[src/rtl/data_io_pkg.sv]
// Shared constants and types for the SPI file-download receiver.
package data_io_pkg;

    localparam logic [7:0] UIO_FILE_TX     = 8'h53;
    localparam logic [7:0] UIO_FILE_TX_DAT = 8'h54;
    localparam logic [7:0] UIO_FILE_INDEX  = 8'h55;

    localparam logic [3:0] CNT_CMD_LAST      = 4'd7;
    localparam logic [3:0] CNT_BYTE_LAST     = 4'd15;
    localparam logic [3:0] CNT_PAYLOAD_FIRST = 4'd8;

    typedef enum logic [1:0] {
        ST_IDLE,
        ST_CMD,
        ST_PAYLOAD
    } spi_state_t;

endpackage

[src/rtl/data_io_fifo.sv]
// Small synchronous FIFO with a look-ahead port on the entry behind the head.
module data_io_fifo #(
    parameter int unsigned WIDTH = 24,
    parameter int unsigned DEPTH = 4
) (
    input  logic                     clk,
    input  logic                     reset,
    input  logic                     clear,
    input  logic                     push,
    input  logic [WIDTH-1:0]         din,
    input  logic                     pop,
    output logic [WIDTH-1:0]         head,
    output logic [WIDTH-1:0]         next,
    output logic                     empty,
    output logic                     full,
    output logic [$clog2(DEPTH):0]   count
);

    localparam int unsigned AW = $clog2(DEPTH);

    logic [WIDTH-1:0] mem [DEPTH];
    logic [AW-1:0]    wr_ptr;
    logic [AW-1:0]    rd_ptr;
    logic             do_push;
    logic             do_pop;

    assign empty   = (count == '0);
    assign full    = (count == (AW+1)'(DEPTH));
    assign do_pop  = pop && !empty;
    assign do_push = push && (!full || do_pop);
    assign head    = mem[rd_ptr];
    assign next    = mem[rd_ptr + AW'(1)];

    always_ff @(posedge clk or posedge reset) begin
        if (reset) begin
            for (int unsigned i = 0; i < DEPTH; i++) begin
                mem[i] <= '0;
            end
            wr_ptr <= '0;
            rd_ptr <= '0;
            count  <= '0;
        end else if (clear) begin
            wr_ptr <= '0;
            rd_ptr <= '0;
            count  <= '0;
        end else begin
            if (do_push) begin
                mem[wr_ptr] <= din;
                wr_ptr      <= wr_ptr + AW'(1);
            end
            if (do_pop) begin
                rd_ptr <= rd_ptr + AW'(1);
            end
            if (do_push && !do_pop) begin
                count <= count + (AW+1)'(1);
            end else if (do_pop && !do_push) begin
                count <= count - (AW+1)'(1);
            end
        end
    end

endmodule

[src/rtl/data_io_stream.sv]
// Oversampled SPI file-download receiver: decodes UIO commands, packs bytes into
// words and issues them through a FIFO onto a stallable memory write port.
module data_io_stream #(
    parameter int unsigned ADDR_W     = 16,
    parameter int unsigned DATA_W     = 8,
    parameter int unsigned START_ADDR = 0,
    parameter int unsigned FIFO_DEPTH = 4
) (
    input  logic              clk,
    input  logic              reset,
    input  logic              sck,
    input  logic              ss,
    input  logic              sdi,
    output logic              downloading,
    output logic [7:0]        index,
    output logic [ADDR_W-1:0] size,
    output logic              overflow,
    output logic              ioctl_wr,
    output logic [ADDR_W-1:0] ioctl_addr,
    output logic [DATA_W-1:0] ioctl_dout,
    input  logic              ioctl_wait
);

    import data_io_pkg::*;

    localparam int unsigned EW = ADDR_W + DATA_W;
    localparam int unsigned CW = $clog2(FIFO_DEPTH) + 1;

    logic [1:0] sck_sync, ss_sync, sdi_sync;
    logic       sck_d;
    logic       sck_rise, ss_s, sdi_s;

    spi_state_t state_q, state_d;
    logic [3:0] cnt_q, cnt_d;
    logic [6:0] sr_q, sr_d;
    logic [7:0] cmd_q, cmd_d;
    logic [7:0] rx_byte;
    logic       pay_strobe;
    logic       pay_valid_q;
    logic [7:0] pay_byte_q;

    logic              is_start, is_end, is_data, is_index;
    logic              data_ok, end_ok, word_full;
    logic              push, xfer, dropped;
    logic [DATA_W-1:0] data_word, flush_word, push_word;
    logic [ADDR_W-1:0] addr_q;
    logic [7:0]        lo_q;
    logic              lane_q;
    logic              ending_q;

    logic [EW-1:0] fifo_head, fifo_next;
    logic          fifo_empty, fifo_full;
    logic [CW-1:0] fifo_count;

    always_ff @(posedge clk or posedge reset) begin
        if (reset) begin
            sck_sync <= '0;
            ss_sync  <= '0;
            sdi_sync <= '0;
            sck_d    <= 1'b0;
        end else begin
            sck_sync <= {sck_sync[0], sck};
            ss_sync  <= {ss_sync[0], ss};
            sdi_sync <= {sdi_sync[0], sdi};
            sck_d    <= sck_sync[1];
        end
    end

    assign ss_s     = ss_sync[1];
    assign sdi_s    = sdi_sync[1];
    assign sck_rise = sck_sync[1] && !sck_d;
    assign rx_byte  = {sr_q, sdi_s};

    always_ff @(posedge clk or posedge reset) begin
        if (reset) begin
            state_q     <= ST_IDLE;
            cnt_q       <= '0;
            sr_q        <= '0;
            cmd_q       <= '0;
            pay_valid_q <= 1'b0;
            pay_byte_q  <= '0;
        end else begin
            state_q     <= state_d;
            cnt_q       <= cnt_d;
            sr_q        <= sr_d;
            cmd_q       <= cmd_d;
            pay_valid_q <= pay_strobe;
            pay_byte_q  <= rx_byte;
        end
    end

    always_comb begin
        state_d = state_q;
        cnt_d   = cnt_q;
        sr_d    = sr_q;
        cmd_d   = cmd_q;
        if (ss_s) begin
            state_d = ST_IDLE;
            cnt_d   = '0;
        end else if (sck_rise) begin
            sr_d = rx_byte[6:0];
            case (state_q)
                ST_IDLE: begin
                    state_d = ST_CMD;
                    cnt_d   = 4'd1;
                end
                ST_CMD: begin
                    if (cnt_q == CNT_CMD_LAST) begin
                        cmd_d   = rx_byte;
                        cnt_d   = CNT_PAYLOAD_FIRST;
                        state_d = ST_PAYLOAD;
                    end else begin
                        cnt_d = cnt_q + 4'd1;
                    end
                end
                ST_PAYLOAD: begin
                    cnt_d = (cnt_q == CNT_BYTE_LAST) ? CNT_PAYLOAD_FIRST : cnt_q + 4'd1;
                end
                default: begin
                    state_d = ST_IDLE;
                    cnt_d   = '0;
                end
            endcase
        end
    end

    always_comb begin
        pay_strobe = (state_q == ST_PAYLOAD) && !ss_s && sck_rise && (cnt_q == CNT_BYTE_LAST);
    end

    generate
        if (DATA_W == 8) begin : g_w8
            assign data_word  = pay_byte_q;
            assign flush_word = lo_q;
        end else begin : g_w16
            assign data_word  = {pay_byte_q, lo_q};
            assign flush_word = {8'h00, lo_q};
        end
    endgenerate

    always_comb begin
        is_start = 1'b0;
        is_end   = 1'b0;
        is_data  = 1'b0;
        is_index = 1'b0;
        if (pay_valid_q) begin
            case (cmd_q)
                UIO_FILE_TX: begin
                    is_start = pay_byte_q[0];
                    is_end   = !pay_byte_q[0];
                end
                UIO_FILE_TX_DAT: is_data  = 1'b1;
                UIO_FILE_INDEX:  is_index = 1'b1;
                default: ;
            endcase
        end
    end

    assign word_full = (DATA_W == 8) || lane_q;
    assign data_ok   = is_data && downloading && !ending_q;
    assign end_ok    = is_end && downloading && !ending_q;
    assign push      = (data_ok && word_full) || (end_ok && lane_q);
    assign push_word = data_ok ? data_word : flush_word;
    assign xfer      = ioctl_wr && !ioctl_wait;
    // A pop in the same cycle frees the slot, so a push into a full FIFO is kept.
    assign dropped   = push && fifo_full && !xfer;

    data_io_fifo #(
        .WIDTH (EW),
        .DEPTH (FIFO_DEPTH)
    ) u_fifo (
        .clk   (clk),
        .reset (reset),
        .clear (is_start),
        .push  (push),
        .din   ({addr_q, push_word}),
        .pop   (xfer),
        .head  (fifo_head),
        .next  (fifo_next),
        .empty (fifo_empty),
        .full  (fifo_full),
        .count (fifo_count)
    );

    always_ff @(posedge clk or posedge reset) begin
        if (reset) begin
            addr_q      <= ADDR_W'(START_ADDR);
            lo_q        <= '0;
            lane_q      <= 1'b0;
            ending_q    <= 1'b0;
            downloading <= 1'b0;
            size        <= '0;
            overflow    <= 1'b0;
            index       <= '0;
        end else begin
            if (is_index) begin
                index <= pay_byte_q;
            end
            if (is_start) begin
                addr_q      <= ADDR_W'(START_ADDR);
                lane_q      <= 1'b0;
                ending_q    <= 1'b0;
                downloading <= 1'b1;
                size        <= '0;
                overflow    <= 1'b0;
            end else begin
                if (data_ok) begin
                    if (size != '1) begin
                        size <= size + ADDR_W'(1);
                    end
                    if (!word_full) begin
                        lo_q   <= pay_byte_q;
                        lane_q <= 1'b1;
                    end
                end
                if (push) begin
                    addr_q <= addr_q + ADDR_W'(1);
                    lane_q <= 1'b0;
                    if (dropped) begin
                        overflow <= 1'b1;
                    end
                end
                if (end_ok) begin
                    if (!lane_q && fifo_empty && !ioctl_wr) begin
                        downloading <= 1'b0;
                    end else begin
                        ending_q <= 1'b1;
                    end
                end else if (ending_q && fifo_empty && !ioctl_wr) begin
                    downloading <= 1'b0;
                    ending_q    <= 1'b0;
                end
            end
        end
    end

    // The head stays in the FIFO until transferred; on a transfer the entry
    // behind it is loaded so consecutive words go out on consecutive cycles.
    always_ff @(posedge clk or posedge reset) begin
        if (reset) begin
            ioctl_wr   <= 1'b0;
            ioctl_addr <= '0;
            ioctl_dout <= '0;
        end else if (is_start) begin
            ioctl_wr <= 1'b0;
        end else if (!ioctl_wr || xfer) begin
            if (xfer) begin
                if (fifo_count > CW'(1)) begin
                    ioctl_wr                 <= 1'b1;
                    {ioctl_addr, ioctl_dout} <= fifo_next;
                end else begin
                    ioctl_wr <= 1'b0;
                end
            end else if (!fifo_empty) begin
                ioctl_wr                 <= 1'b1;
                {ioctl_addr, ioctl_dout} <= fifo_head;
            end
        end
    end

endmodule

[config.mk]
export PLATFORM = sky130hd
export DESIGN_NAME = data_io_stream
export DESIGN_NICKNAME = d
export VERILOG_FILES = /design/src/rtl/data_io_pkg.sv /design/src/rtl/data_io_fifo.sv /design/src/rtl/data_io_stream.sv
export SDC_FILE = /design/constraint.sdc
export NUM_CORES = 1
export LEC_CHECK = 0
export ABC_CLOCK_PERIOD_IN_PS = 4800
export CORE_ASPECT_RATIO = 2
export CORE_UTILIZATION = 30
export DETAILED_ROUTE_END_ITERATION = 12
export GPL_TIMING_DRIVEN = 0
export SKIP_LAST_GASP = 1
export SYNTH_ARGS = -nofsm -noshare
export SYNTH_HDL_FRONTEND = slang
export SYNTH_HIERARCHICAL = 1
export SYNTH_SLANG_ARGS = --single-unit
[constraint.sdc]
create_clock -name clk -period 4.8 [get_ports clk]
set_input_delay 0.96 -clock clk [delete_from_list [all_inputs] [get_ports clk]]
set_output_delay 0.96 -clock clk [all_outputs]
set_load 0.01 [all_outputs]
==> results of run 1 <==
## worst reg2reg max path, stage by stage (launching register included)
cell      delay, ns
dfrtp_1        0.43
nor4b_4        0.34
nand4_4        0.21
clkinv_1       0.24
clkbuf_1       0.43
buf_2          0.31
nand2_1        0.09
nor3_2         0.49
buf_4          0.35
mux2_2         0.35
## state kept, by name (all words and copies together) (netlist names), 4 cells and up
| register | flops |
|---|---|
| size | 16 |
| ioctl_dout | 8 |
| index | 8 |
| cnt_q | 4 |
| sr_q | 7 |
| data_word | 8 |
| u_fifo/mem | 96 |
| addr_q | 16 |
| cmd_q | 8 |
| ioctl_addr | 16 |
## through the flow
step	total power (uW)	setup slack [ns]	cells
floorplan	2040	1.08	749
global placement	2180	-0.871	1241
detailed placement	2190	0.696	1243
CTS	3720	1.22	1274
global route	3800	1.15	1274
finish	3650	1.27	1274
## power by group through the flow
stage / Sequential (uW) / Clock (uW) / Combinational (uW)
after floorplan: 1870 / 0 / 172
after global placement: 1890 / 0 / 291
after detailed placement: 1890 / 0 / 300
after CTS: 1850 / 1560 / 300
after global routing: 1860 / 1630 / 313
final: 1850 / 1510 / 287
## kinds of logic (layout without fill, tap and decap cells)
family                     Yosys count  in the layout  synth area share, %
muxes                              198            198                 28.6
AOI/OAI and AO/OA                   60             60                 3.43
buffers and inverters               61            150                 4.01
and+or+nand+nor                    185            185                 10.2
DFF                                208            208                 50.2
xor gates and xnor gates            29             29                 2.45
adders and majority gates            8              8                 1.04
## metal layers
| metal | share of wire, % | GRT usage [%] |
|---|---|---|
| met2 | 58 | 28.1 |
| met1 | 36 | 14.4 |
| met3 | 2.9 | 1.68 |
| met5 | 0 | 0 |
| met4 | 3.5 | 6.27 |
## cell usage in the layout, fill, tap and decap left out, drive strengths merged, types with 3 or more instances in the layout
cell / instances
dfrtp: 208
mux2: 123
clkdlybuf4s50: 56
mux4: 48
nand2: 44
nor2: 42
clkbuf: 41
o21ai: 37
buf: 36
mux2i: 27
nand3: 17
xor2: 17
nand4: 16
inv: 14
and2: 12
xnor2: 12
nor3: 9
nor4: 9
ha: 7
and3: 5
nor4b: 5
nor2b: 4
a21oi: 4
nand2b: 4
nor3b: 3
a31oi: 3
nor4bb: 3
## final cells by class
class	instances	area, sq um	area share [%]
Multi-Input combinational cell	480	4740	39.1
Buffer	47	363	2.99
Clock buffer	28	541	4.46
Sequential cell	208	5200	42.9
Inverter	14	57.6	0.475
Tap cell	436	546	4.50
Clock inverter	3	55.1	0.454
Timing Repair Buffer	58	616	5.08
## path summary, 6_finish.rpt
check / to / cells after the start / slack [ns] / startpoint
max: u_fifo/mem[92]$_DFFE_PP0P_ / 9 / 1.27 / ioctl_wait
min: ss_sync[1]$_DFF_PP0_ / 0 / 0.35 / ss_sync[0]$_DFF_PP0_
max reg2reg: u_fifo/mem[92]$_DFFE_PP0P_ / 9 / 1.42 / ending_q$_DFFE_PP0P_
min reg2reg: ss_sync[1]$_DFF_PP0_ / 0 / 0.35 / ss_sync[0]$_DFF_PP0_
max in group asynchronous: addr_q[11]$_DFFE_PP0P_ / 3 / 3.10 / reset
min in group asynchronous: u_fifo/mem[76]$_DFFE_PP0P_ / 2 / 0.90 / reset
==> run_results.csv, run 1 <==
group,metric,value,unit
global_routing,grt_pass1_vias,6788,
cells_and_area,design_area,12100,sq um
timing,worst-slew-pin-transition,0.825,ns
yosys,syn_avg_cell_area,13.8,sq um
pwr,p_switching,915,uW
global_routing,grt_max_degree,69,
pwr,peakVddDrop,0.225,mV
clocking,cts.htree.levels,1,
cells_and_area,n_antenna_cell,0,
global_routing,grt.total_usage,14.2,%
place,place_area,11500,sq um
pwr,leakage,0.00532,uW
yosys,synth_seq_cells,208,
worst_setup_path,critPathKind,"input pin to register",
pwr,power-per-cell-area,301,nW/um^2
clocking,clock_latency,0.52,ns
status,outcome,"completed",
floorplan,io_pins,57,
timing,rsz0062_at_grt,"no",
clocking,cts_tree,"built",
floorplan,rows,95,
yosys,synth_area,10400,sq um
yosys,ys_top_cells_by_area,"dfrtp_1, mux4_2, mux2_4",
clocking,clock_sinks,208,
timing,hold_viol,0,
detailed_routing,via_count,6307,
place,portBuffers,56,
yosys,synth_top_area_share,50.2,%
global_routing,grt_pass1_wl,38700,um
timing,fin_skew,0.0271,ns
pwr,combPwrFrac,7.8,%
floorplan,die_w,133,um
worst_setup_path,critPathLaunchType,"input pin",
yosys,synth_commonest_cells,"dfrtp_1, mux2_2, mux2_4",
detailed_routing,drt_iter0_drc,187,
pwr,clkPwrFrac,41.4,%
clocking,cts_resized,0,
yosys,yosysTopAreaCell,"dfrtp_1",
place,place_congestion,0.815,
hold_path,hold_class,"register to register",
clocking,cts_setup_buffers,0,
floorplan,die_h,265,um
detailed_routing,drc,0,
pwr,internal_power,2740,uW
yosys,synthCells,749,
yosys,seq_area_frac_synth,50.2,%
worst_setup_path,crit_family,"buffers and inverters",
floorplan,start_util,30.7,%
worst_setup_path,endpoint_kind,"register",
place,hpwl,17000,um
floorplan,die_area,35300,sq um
detailed_routing,ant_nets,0,
global_routing,antenna_found_initial,0,
worst_setup_path,crit_fanout,10,
yosys,synthFlopType,"dfrtp_1",
worst_setup_path,critPathBufInv,5,
worst_setup_path,slowest_delay,0.54,ns
timing,holdWs,0.348,ns
yosys,yosysWarnings,6,
clocking,cts_inserted_buffers,20,
job,cap_viol_max_count,0,
clocking,cts_hold_buf,0,
detailed_routing,drtPass1Iterations,7,
yosys,synth_edf_count,0,
clocking,cts-root-buf,"clkbuf_16",
cells_and_area,drive_gt1_share,29.7,%
cells_and_area,fin_util,35.9,%
detailed_routing,wirelength,24000,um
worst_setup_path,timing.critical_path.mode_cell,"buf_2",
timing,setup_viol,0,
yosys,synth-async-reset-ratio,100,%
clocking,clk_path_buf_depth,3,
yosys,synthesis.nets,763,
timing,fmax,0.283,GHz
pwr,seq_power_share,50.7,%
worst_setup_path,critPathArrivalTime,3.91,ns
worst_setup_path,path_cells,"clkdlybuf4s50_1 -> nor2b_1 -> buf_2 -> buf_2 -> buf_2 -> nor4b_4 -> nor3_2 -> buf_4 -> mux2_2",
timing,maxSlewViolCount,0,
cells_and_area,nets,843,
worst_setup_path,crit_required,5.18,ns
yosys,yosys.cell_count.top_type,"dfrtp_1",
pwr,switching_share,25.1,%
timing,fin_crit,3.53,ns
cells_and_area,nFillCells,3327,
worst_setup_path,cpMaxStageDelayCell,"nor3_2",
cells_and_area,syn_to_final_growth,17.0,%
timing,min_period_over_period,73.6,%
yosys,synth_cell_types,63,
detailed_routing,routedWlPerCell,18.8,um
detailed_routing,vias_per_cell,4.95,
global_routing,overflow,0,
timing,timing.slew.headroom,45.0,%
clocking,clk_pin_slew,0.06,ns
floorplan,coreArea,33800,sq um
timing,setup_tns,0,ns
No activity file was read; power rests on OpenSTA's default activity.
==> inputs of run 2 (changes only) <==
--- a/config.mk
+++ b/config.mk
@@ -5,7 +5,7 @@
 export SDC_FILE = /design/constraint.sdc
 export NUM_CORES = 1
 export LEC_CHECK = 0
-export ABC_CLOCK_PERIOD_IN_PS = 4800
+export ABC_CLOCK_PERIOD_IN_PS = 2900
 export CORE_ASPECT_RATIO = 2
 export CORE_UTILIZATION = 30
 export DETAILED_ROUTE_END_ITERATION = 12
==> constraint.sdc (replaced) <==
create_clock -name clk -period 2.9 [get_ports clk]
set_input_delay 0.58 -clock clk [delete_from_list [all_inputs] [get_ports clk]]
set_output_delay 0.58 -clock clk [all_outputs]
set_load 0.01 [all_outputs]
==> run 2 against run 1 <==
Against the previous run: flip-flop and latch count did not move; sequential share of layout area is 0.77 points lower; clock power up 100%; power rose by 80%; first-iteration DRC count shrank 20%; non-clock buffer count did not move; via count decreased by 0.30%; largest cell class unchanged; largest power group unchanged.
==> run_results.csv, run 2 (synthesis results as in run 1) <==
group,metric,value,unit
timing,fin_skew,0.0239,ns
detailed_routing,drt_iter0_drc,150,
cells_and_area,nFillCells,3300,
cells_and_area,nets,843,
clocking,cts.htree.levels,1,
detailed_routing,vias_per_cell,4.92,
floorplan,rows,95,
timing,maxSlewViolCount,0,
worst_setup_path,crit_required,3.29,ns
detailed_routing,drtPass1Iterations,4,
clocking,clk_pin_slew,0.07,ns
timing,holdWs,0.350,ns
timing,min_period_over_period,94.4,%
status,outcome,"completed",
cells_and_area,largest_reg_flops,96,
floorplan,die_area,35300,sq um
cells_and_area,fin_cells,1279,
cells_and_area,fin_util,36.6,%
cells_and_area,final_cell_mix,"dfrtp_1, mux2_2, mux2_4",
detailed_routing,routedWlPerCell,18.8,um
timing,fmax,0.365,GHz
job,cap_viol_max_count,0,
floorplan,start_util,30.7,%
floorplan,io_pins,57,
worst_setup_path,endpoint_kind,"register",
cells_and_area,largest_register,"u_fifo/mem",
timing,fin_crit,2.74,ns
hold_path,holdPathEnd,"sdi_sync[1]$_DFF_PP0_",
worst_setup_path,reg2reg_depth,8,
detailed_routing,ant_nets,0,
pwr,peakVddDrop,0.359,mV
clocking,clk_path_buf_depth,3,
hold_path,hold_depth,0,
timing,rsz0062_at_grt,"no",
worst_setup_path,r2r_end,"u_fifo/mem[94]$_DFFE_PP0P_",
clocking,clock_sinks,208,
detailed_routing,wirelength,24100,um
clocking,clock_latency,0.52,ns
floorplan,die_h,265,um
worst_setup_path,critPathArrivalTime,3.13,ns
global_routing,overflow,0,
worst_setup_path,crit_fanout,21,
global_routing,antenna_found_initial,0,
worst_setup_path,critPathLaunchType,"register",
floorplan,coreArea,33800,sq um
worst_setup_path,r2r_start,"ending_q$_DFFE_PP0P_",
timing,hold_viol,0,
cells_and_area,mostFrequentLayoutCell,"dfrtp_1",
hold_path,hold_class,"register to register",
timing,setup_viol,0,
clocking,cts-root-buf,"clkbuf_16",
clocking,cts_inserted_buffers,20,
cells_and_area,n_antenna_cell,0,
hold_path,hp-start,"sdi_sync[0]$_DFF_PP0_",
timing,setup_tns,0,ns
global_routing,grt.total_usage,14.3,%
global_routing,grt_pass1_vias,6772,
cells_and_area,syn_to_final_growth,19.2,%
detailed_routing,via_count,6288,
pwr,power-per-cell-area,533,nW/um^2
global_routing,grt_pass1_wl,39100,um
worst_setup_path,worst-r2r-setup-slack,0.16,ns
place,portBuffers,56,
clocking,cts_tree,"built",
place,dp_slack,-0.793,ns
pwr,leakage,0.00540,uW
clocking,cts_setup_buffers,0,
place,dp.cells,1246,
detailed_routing,drc,0,
cells_and_area,drive_gt1_share,31.1,%
timing,worst-slew-pin-transition,0.900,ns
timing,timing.slew.headroom,40.0,%
worst_setup_path,critPathKind,"register to register",
floorplan,die_w,133,um
clocking,cts_hold_buf,0,
global_routing,grt_max_degree,40,
place,hpwl,17500,um
timing,worst_slack,0.161,ns
place,place_congestion,0.808,
run 2: critical path, cell delays in order (launching register included):
cell and delay, ns:
dfrtp_1 0.42, nor4b_4 0.34, nand4_4 0.25, inv_6 0.22
buf_2 0.24, nand2_1 0.11, nor3_4 0.33, buf_4 0.31
mux2_2 0.36
run 2: layout make-up:
| class | count | area [sq um] | area share [%] |
|---|---|---|---|
| Buffer | 44 | 353 | 2.86 |
| Clock buffer | 24 | 536 | 4.34 |
| Clock inverter | 12 | 234 | 1.90 |
| Inverter | 14 | 65.1 | 0.527 |
| Multi-Input combinational cell | 480 | 4740 | 38.4 |
| Sequential cell | 208 | 5200 | 42.2 |
| Tap cell | 436 | 546 | 4.42 |
| Timing Repair Buffer | 61 | 661 | 5.35 |
run 2: worst max path at each step:
| stage | startpoint | end | slack (ns) |
|---|---|---|---|
| final | ending_q$_DFFE_PP0P_ | u_fifo/mem[94]$_DFFE_PP0P_ | 0.16 |
| after CTS | ending_q$_DFFE_PP0P_ | u_fifo/mem[94]$_DFFE_PP0P_ | 0.06 |
| after global placement | ioctl_wait | u_fifo/mem[73]$_DFFE_PP0P_ | -0.80 |
| after detailed placement | ioctl_wait | u_fifo/mem[94]$_DFFE_PP0P_ | -0.79 |
| after floorplan | ending_q$_DFFE_PP0P_ | u_fifo/mem[72]$_DFFE_PP0P_ | 0.37 |
| after global routing | ending_q$_DFFE_PP0P_ | u_fifo/mem[92]$_DFFE_PP0P_ | 0.02 |
run 2: routing by layer:
| layer | up-vias | part of all wire [%] | GRT usage [%] |
|---|---|---|---|
| met1 | 3281 | 37 | 14.9 |
| met3 | 40 | 2.4 | 1.42 |
| met5 | - | 0 | 0 |
| met2 | 94 | 57 | 28.0 |
| met4 | 0 | 3.7 | 6.51 |
| li1 | 2873 | - | - |
run 2: power breakdown:
group          switching [uW]  internal (uW)
registers                67.7           2990
logic                     332            147
clock network            1170           1870
total                    1570           5010
run 2: through the flow:
stage	power, uW	cell area, sq um
3_5_place_dp	3630	11600
3_3_place_gp	3600	11500
4_1_cts	6720	12300
6_report	6580	12300
5_1_grt	6840	12300
2_1_floorplan	3380	10400
run 2: repair_timing:
item / 4_1_cts / 5_1_grt
hold endpoints to repair: 0 / 0
gates resized for setup: 4 / 2
setup endpoints to repair: 85 / 21
==> inputs of run 3 (changes only) <==
--- a/config.mk
+++ b/config.mk
@@ -5,11 +5,13 @@
 export SDC_FILE = /design/constraint.sdc
 export NUM_CORES = 1
 export LEC_CHECK = 0
-export ABC_CLOCK_PERIOD_IN_PS = 2900
+export CELL_PAD_IN_SITES_DETAIL_PLACEMENT = 1
+export CELL_PAD_IN_SITES_GLOBAL_PLACEMENT = 1
 export CORE_ASPECT_RATIO = 2
 export CORE_UTILIZATION = 30
 export DETAILED_ROUTE_END_ITERATION = 12
 export GPL_TIMING_DRIVEN = 0
+export PLACE_DENSITY_LB_ADDON = 0.1
 export SKIP_LAST_GASP = 1
 export SYNTH_ARGS = -nofsm -noshare
 export SYNTH_HDL_FRONTEND = slang
==> run 3 against run 2 <==
Against the previous run: clock skew decreased by 0.014 ns; maximum frequency shrank 0.31%; power is 1.2% lower; critical endpoint is now u_fifo/count[2]$_DFFE_PP0P_; largest cell class unchanged; highest routed layer unchanged.
==> run_results.csv, run 3 (synthesis results as in run 1) <==
group,metric,value,unit
status,outcome,"completed",
hold_path,hp-start,"sck_sync[0]$_DFF_PP0_",
detailed_routing,wirelength,28800,um
clocking,cts_inserted_buffers,22,
pwr,peakVddDrop,0.446,mV
timing,hold_viol,0,
timing,min_period_over_period,94.7,%
cells_and_area,drive_gt1_share,31.2,%
clocking,cts-root-buf,"clkbuf_16",
global_routing,grt_max_degree,42,
detailed_routing,drtPass1Iterations,4,
global_routing,grt_pass1_vias,7716,
worst_setup_path,critPathLaunchType,"input pin",
floorplan,die_area,35300,sq um
global_routing,grt_pass1_wl,46100,um
floorplan,rows,95,
global_routing,antenna_found_initial,0,
global_routing,grt.total_usage,17.2,%
floorplan,coreArea,33800,sq um
worst_setup_path,critPathKind,"input pin to register",
detailed_routing,vias_per_cell,5.07,
detailed_routing,routedWlPerCell,22.4,um
timing,holdWs,0.342,ns
clocking,cts.htree.levels,1,
worst_setup_path,crit_start,"ioctl_wait",
cells_and_area,mostFrequentLayoutCell,"dfrtp_1",
cells_and_area,largest_reg_flops,96,
place,portBuffers,56,
clocking,cts_tree,"built",
worst_setup_path,r2r_start,"ending_q$_DFFE_PP0P_",
timing,setup_viol,0,
timing,setup_tns,0,ns
global_routing,overflow,0,
timing,fin_crit,2.75,ns
floorplan,start_util,30.7,%
floorplan,io_pins,57,
pwr,power-per-cell-area,528,nW/um^2
timing,worst_slack,0.153,ns
place,place_congestion,0.755,
worst_setup_path,worst-r2r-setup-slack,0.16,ns
place,hpwl,21000,um
timing,rsz0062_at_grt,"no",
job,cap_viol_max_count,0,
cells_and_area,design_area,12300,sq um
cells_and_area,nets,845,
floorplan,die_h,265,um
timing,fmax,0.364,GHz
detailed_routing,via_count,6499,
clocking,clock_sinks,208,
place,place_area,11600,sq um
floorplan,die_w,133,um
detailed_routing,drc,0,
timing,maxSlewViolCount,0,
cells_and_area,largest_register,"u_fifo/mem",
cells_and_area,syn_to_final_growth,18.9,%
cells_and_area,n_antenna_cell,0,
pwr,leakage,0.00540,uW
detailed_routing,ant_nets,0,
cells_and_area,final_cell_mix,"dfrtp_1, mux2_2, mux2_4",
worst_setup_path,crit_fanout,18,
timing,fin_skew,0.0101,ns
detailed_routing,drt_iter0_drc,167,
clocking,clock_latency,0.51,ns
clocking,clk_path_buf_depth,3,
timing,timing.slew.headroom,45.6,%
clocking,clk_pin_slew,0.06,ns
clocking,cts_hold_buf,0,
worst_setup_path,crit_required,3.31,ns
worst_setup_path,endpoint_kind,"register",
place,dp_slack,-1.06,ns
worst_setup_path,critPathArrivalTime,3.15,ns
hold_path,hold_class,"register to register",
timing,worst-slew-pin-transition,0.815,ns
[run 3: changes by cell type in the layout (fill, tap and decap cells not counted), sizes merged]
cell      delta
inv          -1
bufinv       -5
clkinvlp     -1
clkinv       +1
clkbuf      +10
[run 3: metrics by stage]
| step | utilization [%] | cells | total power [uW] |
|---|---|---|---|
| floorplan | - | 749 | 3380 |
| global placement | 34.0 | 1241 | 3630 |
| detailed placement | 34.2 | 1245 | 3660 |
| CTS | 36.5 | 1284 | 6650 |
| global route | 36.5 | 1283 | 6780 |
| finish | 36.5 | 1283 | 6500 |
[run 3: power breakdown]
part	internal (uW)	switching, uW
sequential	3000	70.2
clock	1720	1210
combinational	151	358
total	4870	1640
[run 3: cell type report]
class,count,area (sq um)
Fill cell,3617,21400
Sequential cell,208,5200
Multi-Input combinational cell,480,4740
Clock buffer,34,687
Timing Repair Buffer,61,648
Tap cell,436,546
Buffer,44,363
Inverter,14,65.1
Clock inverter,6,57.6
[run 3: layer usage]
layer	part of all wire (%)	GRT usage [%]
met3	2.7	2.08
met4	4.0	7.62
met5	0	0
met1	35	17.5
met2	58	34.1
[run 3: what timing repair did]
action,CTS,global route
endpoints found under the setup margin,94,21
buffers inserted,1,0
pin swaps,1,0
resized for setup,5,3
gates cloned,0,0
hold endpoints to repair,0,0
[run 3: worst paths after layout]
check,end,cells after the start
max in group asynchronous,addr_q[7]$_DFFE_PP0P_,4
min reg2reg,sck_sync[1]$_DFF_PP0_,0
min in group asynchronous,u_fifo/mem[76]$_DFFE_PP0P_,2
max,u_fifo/count[2]$_DFFE_PP0P_,11
max reg2reg,u_fifo/mem[79]$_DFFE_PP0P_,8
min,sck_sync[1]$_DFF_PP0_,0
[run 3: worst max-delay path, cell delays in order]
cell             delay (ns)
clkdlybuf4s50_1        0.47
nor2b_1                0.15
buf_4                  0.26
buf_8                  0.26
o21ai_0                0.18
nand2_1                0.10
nor2_1                 0.05
fa_1                   0.42
nor4b_1                0.28
a31oi_1                0.11
a31oi_1                0.28
